==> src/rtl/uart_show_tx_if.sv <==
// Handshake bundle between the display logic and the serial transmitter:
// request/buffer/length in one direction, busy/done status back.
interface uart_show_tx_if;
   logic         start;
   logic [127:0] tx_show;
   logic [4:0]   show_len;
   logic         busy;
   logic         done;

   modport master (output start, tx_show, show_len, input busy, done);
   modport slave  (input start, tx_show, show_len, output busy, done);
endinterface

==> src/rtl/uart_show_tx.sv <==
// UART 8N1 transmitter for the debug link: sends up to 16 bytes of a packed buffer,
// highest valid byte first. Define UART_SHOW_TX_PARITY_EN to add an even-parity bit.
module uart_show_tx #(
   parameter int CLKS_PER_BIT = 868
) (
   input  logic          clk,
   input  logic          reset,
   uart_show_tx_if.slave bus,
   output logic          tx
);

   localparam int CNT_W = $clog2(CLKS_PER_BIT);
   localparam logic [CNT_W-1:0] BIT_LAST = CNT_W'(CLKS_PER_BIT - 1);

   typedef enum logic [2:0] {
      IDLE,
      START,
      DATA,
`ifdef UART_SHOW_TX_PARITY_EN
      PARITY,
`endif
      STOP
   } state_t;

   state_t       state_q, state_d;
   logic [CNT_W-1:0] baud_q, baud_d;
   logic [2:0]   bit_q, bit_d;
   logic [4:0]   cnt_q, cnt_d;
   logic [127:0] buf_q, buf_d;
   logic         tx_q, tx_d;
   logic         busy_q, busy_d;
   logic         done_q, done_d;

   logic [4:0]   n_clamp;
   logic [7:0]   shamt;
   logic [7:0]   cur_byte;

   // The byte on the wire is always the top byte of the buffer; the buffer is
   // left-aligned at accept so byte N-1 lands there first.
   assign cur_byte = buf_q[127:120];

   always_comb begin
      state_d = state_q;
      baud_d  = baud_q;
      bit_d   = bit_q;
      cnt_d   = cnt_q;
      buf_d   = buf_q;
      tx_d    = tx_q;
      busy_d  = busy_q;
      done_d  = 1'b0;
      n_clamp = (bus.show_len > 5'd16) ? 5'd16 : bus.show_len;
      shamt   = {5'd16 - n_clamp, 3'b000};

      case (state_q)
         IDLE: begin
            tx_d   = 1'b1;
            busy_d = 1'b0;
            if (bus.start) begin
               buf_d = bus.tx_show << shamt;
               cnt_d = n_clamp;
               if (n_clamp == 5'd0) begin
                  done_d = 1'b1;
               end else begin
                  state_d = START;
                  tx_d    = 1'b0;
                  busy_d  = 1'b1;
                  baud_d  = BIT_LAST;
               end
            end
         end
         START: begin
            if (baud_q == '0) begin
               state_d = DATA;
               tx_d    = cur_byte[0];
               bit_d   = 3'd0;
               baud_d  = BIT_LAST;
            end else begin
               baud_d = baud_q - CNT_W'(1);
            end
         end
         DATA: begin
            if (baud_q == '0) begin
               baud_d = BIT_LAST;
               if (bit_q == 3'd7) begin
`ifdef UART_SHOW_TX_PARITY_EN
                  state_d = PARITY;
                  tx_d    = ^cur_byte;
`else
                  state_d = STOP;
                  tx_d    = 1'b1;
`endif
               end else begin
                  bit_d = bit_q + 3'd1;
                  tx_d  = cur_byte[bit_q + 3'd1];
               end
            end else begin
               baud_d = baud_q - CNT_W'(1);
            end
         end
`ifdef UART_SHOW_TX_PARITY_EN
         PARITY: begin
            if (baud_q == '0) begin
               state_d = STOP;
               tx_d    = 1'b1;
               baud_d  = BIT_LAST;
            end else begin
               baud_d = baud_q - CNT_W'(1);
            end
         end
`endif
         STOP: begin
            if (baud_q == '0) begin
               cnt_d = cnt_q - 5'd1;
               buf_d = buf_q << 8;
               if (cnt_q != 5'd1) begin
                  // Next start bit follows the stop bit with no idle gap.
                  state_d = START;
                  tx_d    = 1'b0;
                  baud_d  = BIT_LAST;
               end else begin
                  state_d = IDLE;
                  tx_d    = 1'b1;
                  busy_d  = 1'b0;
                  done_d  = 1'b1;
                  baud_d  = '0;
               end
            end else begin
               baud_d = baud_q - CNT_W'(1);
            end
         end
         default: begin
            state_d = IDLE;
            tx_d    = 1'b1;
            busy_d  = 1'b0;
         end
      endcase
   end

   always_ff @(posedge clk) begin
      if (reset) begin
         state_q <= IDLE;
         baud_q  <= '0;
         bit_q   <= '0;
         cnt_q   <= '0;
         tx_q    <= 1'b1;
         busy_q  <= 1'b0;
         done_q  <= 1'b0;
      end else begin
         state_q <= state_d;
         baud_q  <= baud_d;
         bit_q   <= bit_d;
         cnt_q   <= cnt_d;
         tx_q    <= tx_d;
         busy_q  <= busy_d;
         done_q  <= done_d;
      end
   end

   // Payload storage carries no reset; it is reloaded on every accept.
   always_ff @(posedge clk) begin
      buf_q <= buf_d;
   end

   assign tx       = tx_q;
   assign bus.busy = busy_q;
   assign bus.done = done_q;

endmodule

==> src/flat_wrapper.sv <==
// flat-port wrapper written by rule: the top's interface ports become plain ports
module uart_show_tx_flat 
#(
   parameter int CLKS_PER_BIT = 868
)
  (clk, reset, tx, bus_start, bus_tx_show, bus_show_len, bus_busy, bus_done);
  uart_show_tx_if bus_i ();
  input  logic clk;
  input  logic reset;
  output logic tx;
  input wire logic [$bits(bus_i.start)-1:0] bus_start;
  input wire logic [$bits(bus_i.tx_show)-1:0] bus_tx_show;
  input wire logic [$bits(bus_i.show_len)-1:0] bus_show_len;
  output wire logic [$bits(bus_i.busy)-1:0] bus_busy;
  output wire logic [$bits(bus_i.done)-1:0] bus_done;
  assign bus_i.start = bus_start;
  assign bus_i.tx_show = bus_tx_show;
  assign bus_i.show_len = bus_show_len;
  assign bus_busy = bus_i.busy;
  assign bus_done = bus_i.done;
  uart_show_tx #(.CLKS_PER_BIT(CLKS_PER_BIT)) u_core (.clk(clk), .reset(reset), .bus(bus_i), .tx(tx));
endmodule
==> config.mk <==
export PLATFORM = sky130hd
export DESIGN_NAME = uart_show_tx_flat
export DESIGN_NICKNAME = d
export VERILOG_FILES = /design/src/rtl/uart_show_tx_if.sv /design/src/rtl/uart_show_tx.sv /design/src/flat_wrapper.sv
export SDC_FILE = /design/constraint.sdc
export NUM_CORES = 1
export LEC_CHECK = 0
export BUFFER_PORTS_ARGS = -buffer_cell sky130_fd_sc_hd__buf_2
export CORE_ASPECT_RATIO = 0.75
export CORE_MARGIN = 1.5
export CORE_UTILIZATION = 47
export CTS_BUF_LIST = sky130_fd_sc_hd__clkbuf_2 sky130_fd_sc_hd__clkbuf_4 sky130_fd_sc_hd__clkbuf_8
export CTS_CLUSTER_SIZE = 24
export DETAILED_ROUTE_END_ITERATION = 8
export PLACE_DENSITY = 0.63
export RECOVER_POWER = 50
export SLEW_MARGIN = 20
export SYNTH_ARGS = -nofsm -noshare
export SYNTH_HDL_FRONTEND = slang
export SYNTH_SLANG_ARGS = --single-unit
==> constraint.sdc <==
create_clock -name clk -period 7.91 [get_ports clk]
set_input_delay 0.3955 -clock clk [delete_from_list [all_inputs] [get_ports clk]]
set_output_delay 0.3955 -clock clk [all_outputs]
set_load 0.05 [all_outputs]
==> results.txt <==
CP arrival: 6.12 ns
leading area contributor after synthesis: edfxtp_1
CTS tree: built
pre-CTS setup slack: 3.06 ns
vias in the first global route: 10,700
Filler cells: 2,357
GRT Overall Usage: 31.2%
final setup vio count: 0
ys flop type: edfxtp_1
GRT met1 Usage: 42.7%
EDFF count, synth: 128
initial antenna violation count: 1
Final Max Tran Viols: 85
Final Skew: 0.0118 ns
Peak Freq: 0.173 GHz
worst hold path type: input port to flop
Synth async-reset ratio: 0%
synth unique cells: 70
first-pass GRT wire length: 63,900 um
leakage: 4.98 nW
largest net degree at the start of global routing: 89
Slew headroom: -77.7%
clock buffer depth: 2
final hold vios: 0
Die H: 142 um
I/O Pins: 139
Post-CTS Hold Fix Bufs: 0
Via density: 6.82
RSZ-0062 raised after global routing: no
die width: 189 um
H-tree lvl count: 4
Peak VDD IR: 0.145 mV
Die ar.: 26,800 um^2
Most Used Layer, Global Route: met2
reg2reg path depth: 7
worst slew pin tran: 2.65 ns
clk slew on worst S/H paths: 0.09 ns
run status: finished, violations left
Critical R2R Capture: u_core.buf_q[80]$_DFFE_PP_
top fanout value on the critical path: 34
Clk Latency, worst-skew pair: 0.48 ns
Iter 0 DRT Violations: 1,678
ANT nets after route: 0
Critical Path Max Stage Delay: 1.72 ns
# Post-CTS Setup Buffers: 0
Clock Tree Root: clkbuf_8
met3 usage: 6.53%
hold path depth: 3
Layout area overhead: 9.42%
CTS Sinks: 151
final wirelength: 41,700 um
Mean Syn Cell Area: 9.95 um^2
failing checks: max-capacitance violations, max-slew violations
ratio of cells with drive above 1 in the final layout: 22.8%
Placement Rows: 50
Max Cap Viol: 2
Pwr Total: 3.11 mW
Crit-path slowest cell: nor2b_1
Syn Inst Count: 1,220
post-layout min period: 5.79 ns
largest cells by area after synthesis: edfxtp_1 32%, mux2i_1 11%, mux4_2 11%, nand2_1 4.6%, o21ai_0 3.9%
Post-DP Area: 12,900 um^2
routed len/inst: 25.5 um
IO Port Bufs: 138
CP required: 8.24 ns
Final nets: 1,430
crit end category: flop
Yosys reg bits: 151
Worst Setup Slack, final: 2.12 ns
setup_tns: 0 ns
reg2reg setup slack: 2.26 ns
DRC: 0
GPL Wtd Cong: 0.960
cells along the critical path: buf_2, nor2b_1, inv_4, ha_4, o21a_1, ha_1, nor2b_1, buf_4, nand4_1, buf_4, nor2_1, a222oi_1, nand3_1
synthesized area: 12,100 um^2
core area: 25,100 um^2
Startpoint Class: input port
overall via count from detail_route: 11,100
Inserted Clock Buffers: 17
critical hold path startpoint: bus_start
Starting Density: 48.3%
hold endpoint: u_core.bus.done$_SDFF_PP0_
post-DP HPWL: 28,500 um
Setup CP Type: input port to flop
Ys Warns: 0
worst hold slack: 0.216 ns
post-synthesis sequential area ratio: 35.4%
Resized Gates After CTS: 0
area fraction of the dominant cell type after synthesis: 31.7%
post-route cell area: 13,300 um^2
fin crit share: 73.2%
net count after synthesis: 1,368
DRT Pass-1 Iters: 8
FF-to-FF Start: u_core.state_q[0]$_SDFFE_PP0P_
met2 Use GR: 48.3%
power density over the cells: 234 nW/um^2
total grt overflow: 0
## state kept, by name, indices dropped and copies added, names as in the netlist
| name | count |
|---|---|
| u_core.state_q | 2 |
| u_core.baud_q | 10 |
| u_core.tx | 1 |
| u_core.cnt_q | 5 |
| u_core.buf_q | 128 |
| u_core.bit_q | 3 |
| u_core.bus.busy | 1 |
| u_core.bus.done | 1 |
## through the flow
step | util [%] | cells
3_3_place_gp | 51.4 | 1600
6_report | 52.8 | 1634
2_1_floorplan | - | 1220
5_1_grt | 52.8 | 1633
3_5_place_dp | 51.5 | 1601
4_1_cts | 52.9 | 1633
## cell usage in the layout, fill, tap and decap left out, types with 40 or more instances in the layout
cell        n
mux4_2     58
nand3_1    54
nand2_1   149
o21ai_0    96
edfxtp_1  128
a21oi_1    78
nor2_1     50
mux2_2     40
mux2i_1   130
buf_2     135
## layout make-up
cell class | count | area (um^2) | share of cell area [%]
tap | 338 | 423 | 3.18
antenna | 1 | 2.50 | 0.0188
clock inverter | 13 | 109 | 0.819
clock buffer | 19 | 249 | 1.87
inverter | 17 | 67.6 | 0.509
timing repair buffer | 157 | 842 | 6.34
sequential | 151 | 4300 | 32.4
multi-input combinational | 938 | 7290 | 54.9
## cells by family (layout without fill, tap and decap cells)
| kind of cell | after synthesis | in the layout | synth area share [%] |
|---|---|---|---|
| AOI/OAI and AO/OA | 355 | 355 | 19.9 |
| xor gates and xnor gates | 2 | 2 | 0.144 |
| adders and majority gates | 12 | 12 | 1.24 |
| buffers and inverters | 131 | 206 | 4.95 |
| DFF | 151 | 151 | 35.4 |
| muxes | 231 | 231 | 25.5 |
| other | 0 | 1 | 0 |
| and+or+nand+nor | 338 | 338 | 12.9 |
## cell usage after synthesis, types with 16 or more instances
cell,number
mux2_2,42
mux2i_1,131
nand2_1,149
a22o_1,24
mux4_2,58
clkbuf_1,57
o21ai_0,95
o221ai_1,32
buf_2,39
a21oi_1,78
o211ai_1,18
dfxtp_1,23
nor2_1,50
and3_1,21
nor3_1,16
edfxtp_1,128
nand3_1,54
## layer usage
metal | up-vias | part of all wire [%]
li1 | 4921 | -
met1 | 5391 | 40
met2 | 720 | 46
met3 | 112 | 10
met4 | 0 | 3.6
met5 | - | 0
## where the power goes
part | total, mW | switching, mW | internal [mW]
clock | 0.578 | 0.326 | 0.252
combinational | 1.20 | 0.788 | 0.415
sequential | 1.33 | 0.107 | 1.22
## how the worst max path moves through the flow
stage | endpoint | startpoint | cells past startpoint
2_1_floorplan | u_core.buf_q[0]$_SDFFCE_PP0P_ | u_core.baud_q[0]$_SDFFE_PP0P_ | 7
3_3_place_gp | u_core.buf_q[100]$_DFFE_PP_ | bus_show_len[0] | 12
3_5_place_dp | u_core.buf_q[98]$_DFFE_PP_ | bus_show_len[0] | 13
4_1_cts | u_core.buf_q[73]$_DFFE_PP_ | bus_show_len[0] | 10
5_1_grt | u_core.buf_q[119]$_DFFE_PP_ | bus_show_len[0] | 10
6_report | u_core.buf_q[98]$_DFFE_PP_ | bus_show_len[0] | 13
## worst max-delay path: cells and delay by family
family	cells	cell delay, ns
AOI/OAI and AO/OA	2	0.51
adders and majority gates	2	0.81
and+or+nand+nor	5	2.93
buffers and inverters	4	1.44
Note: power is estimated with default switching activity, not from simulation.
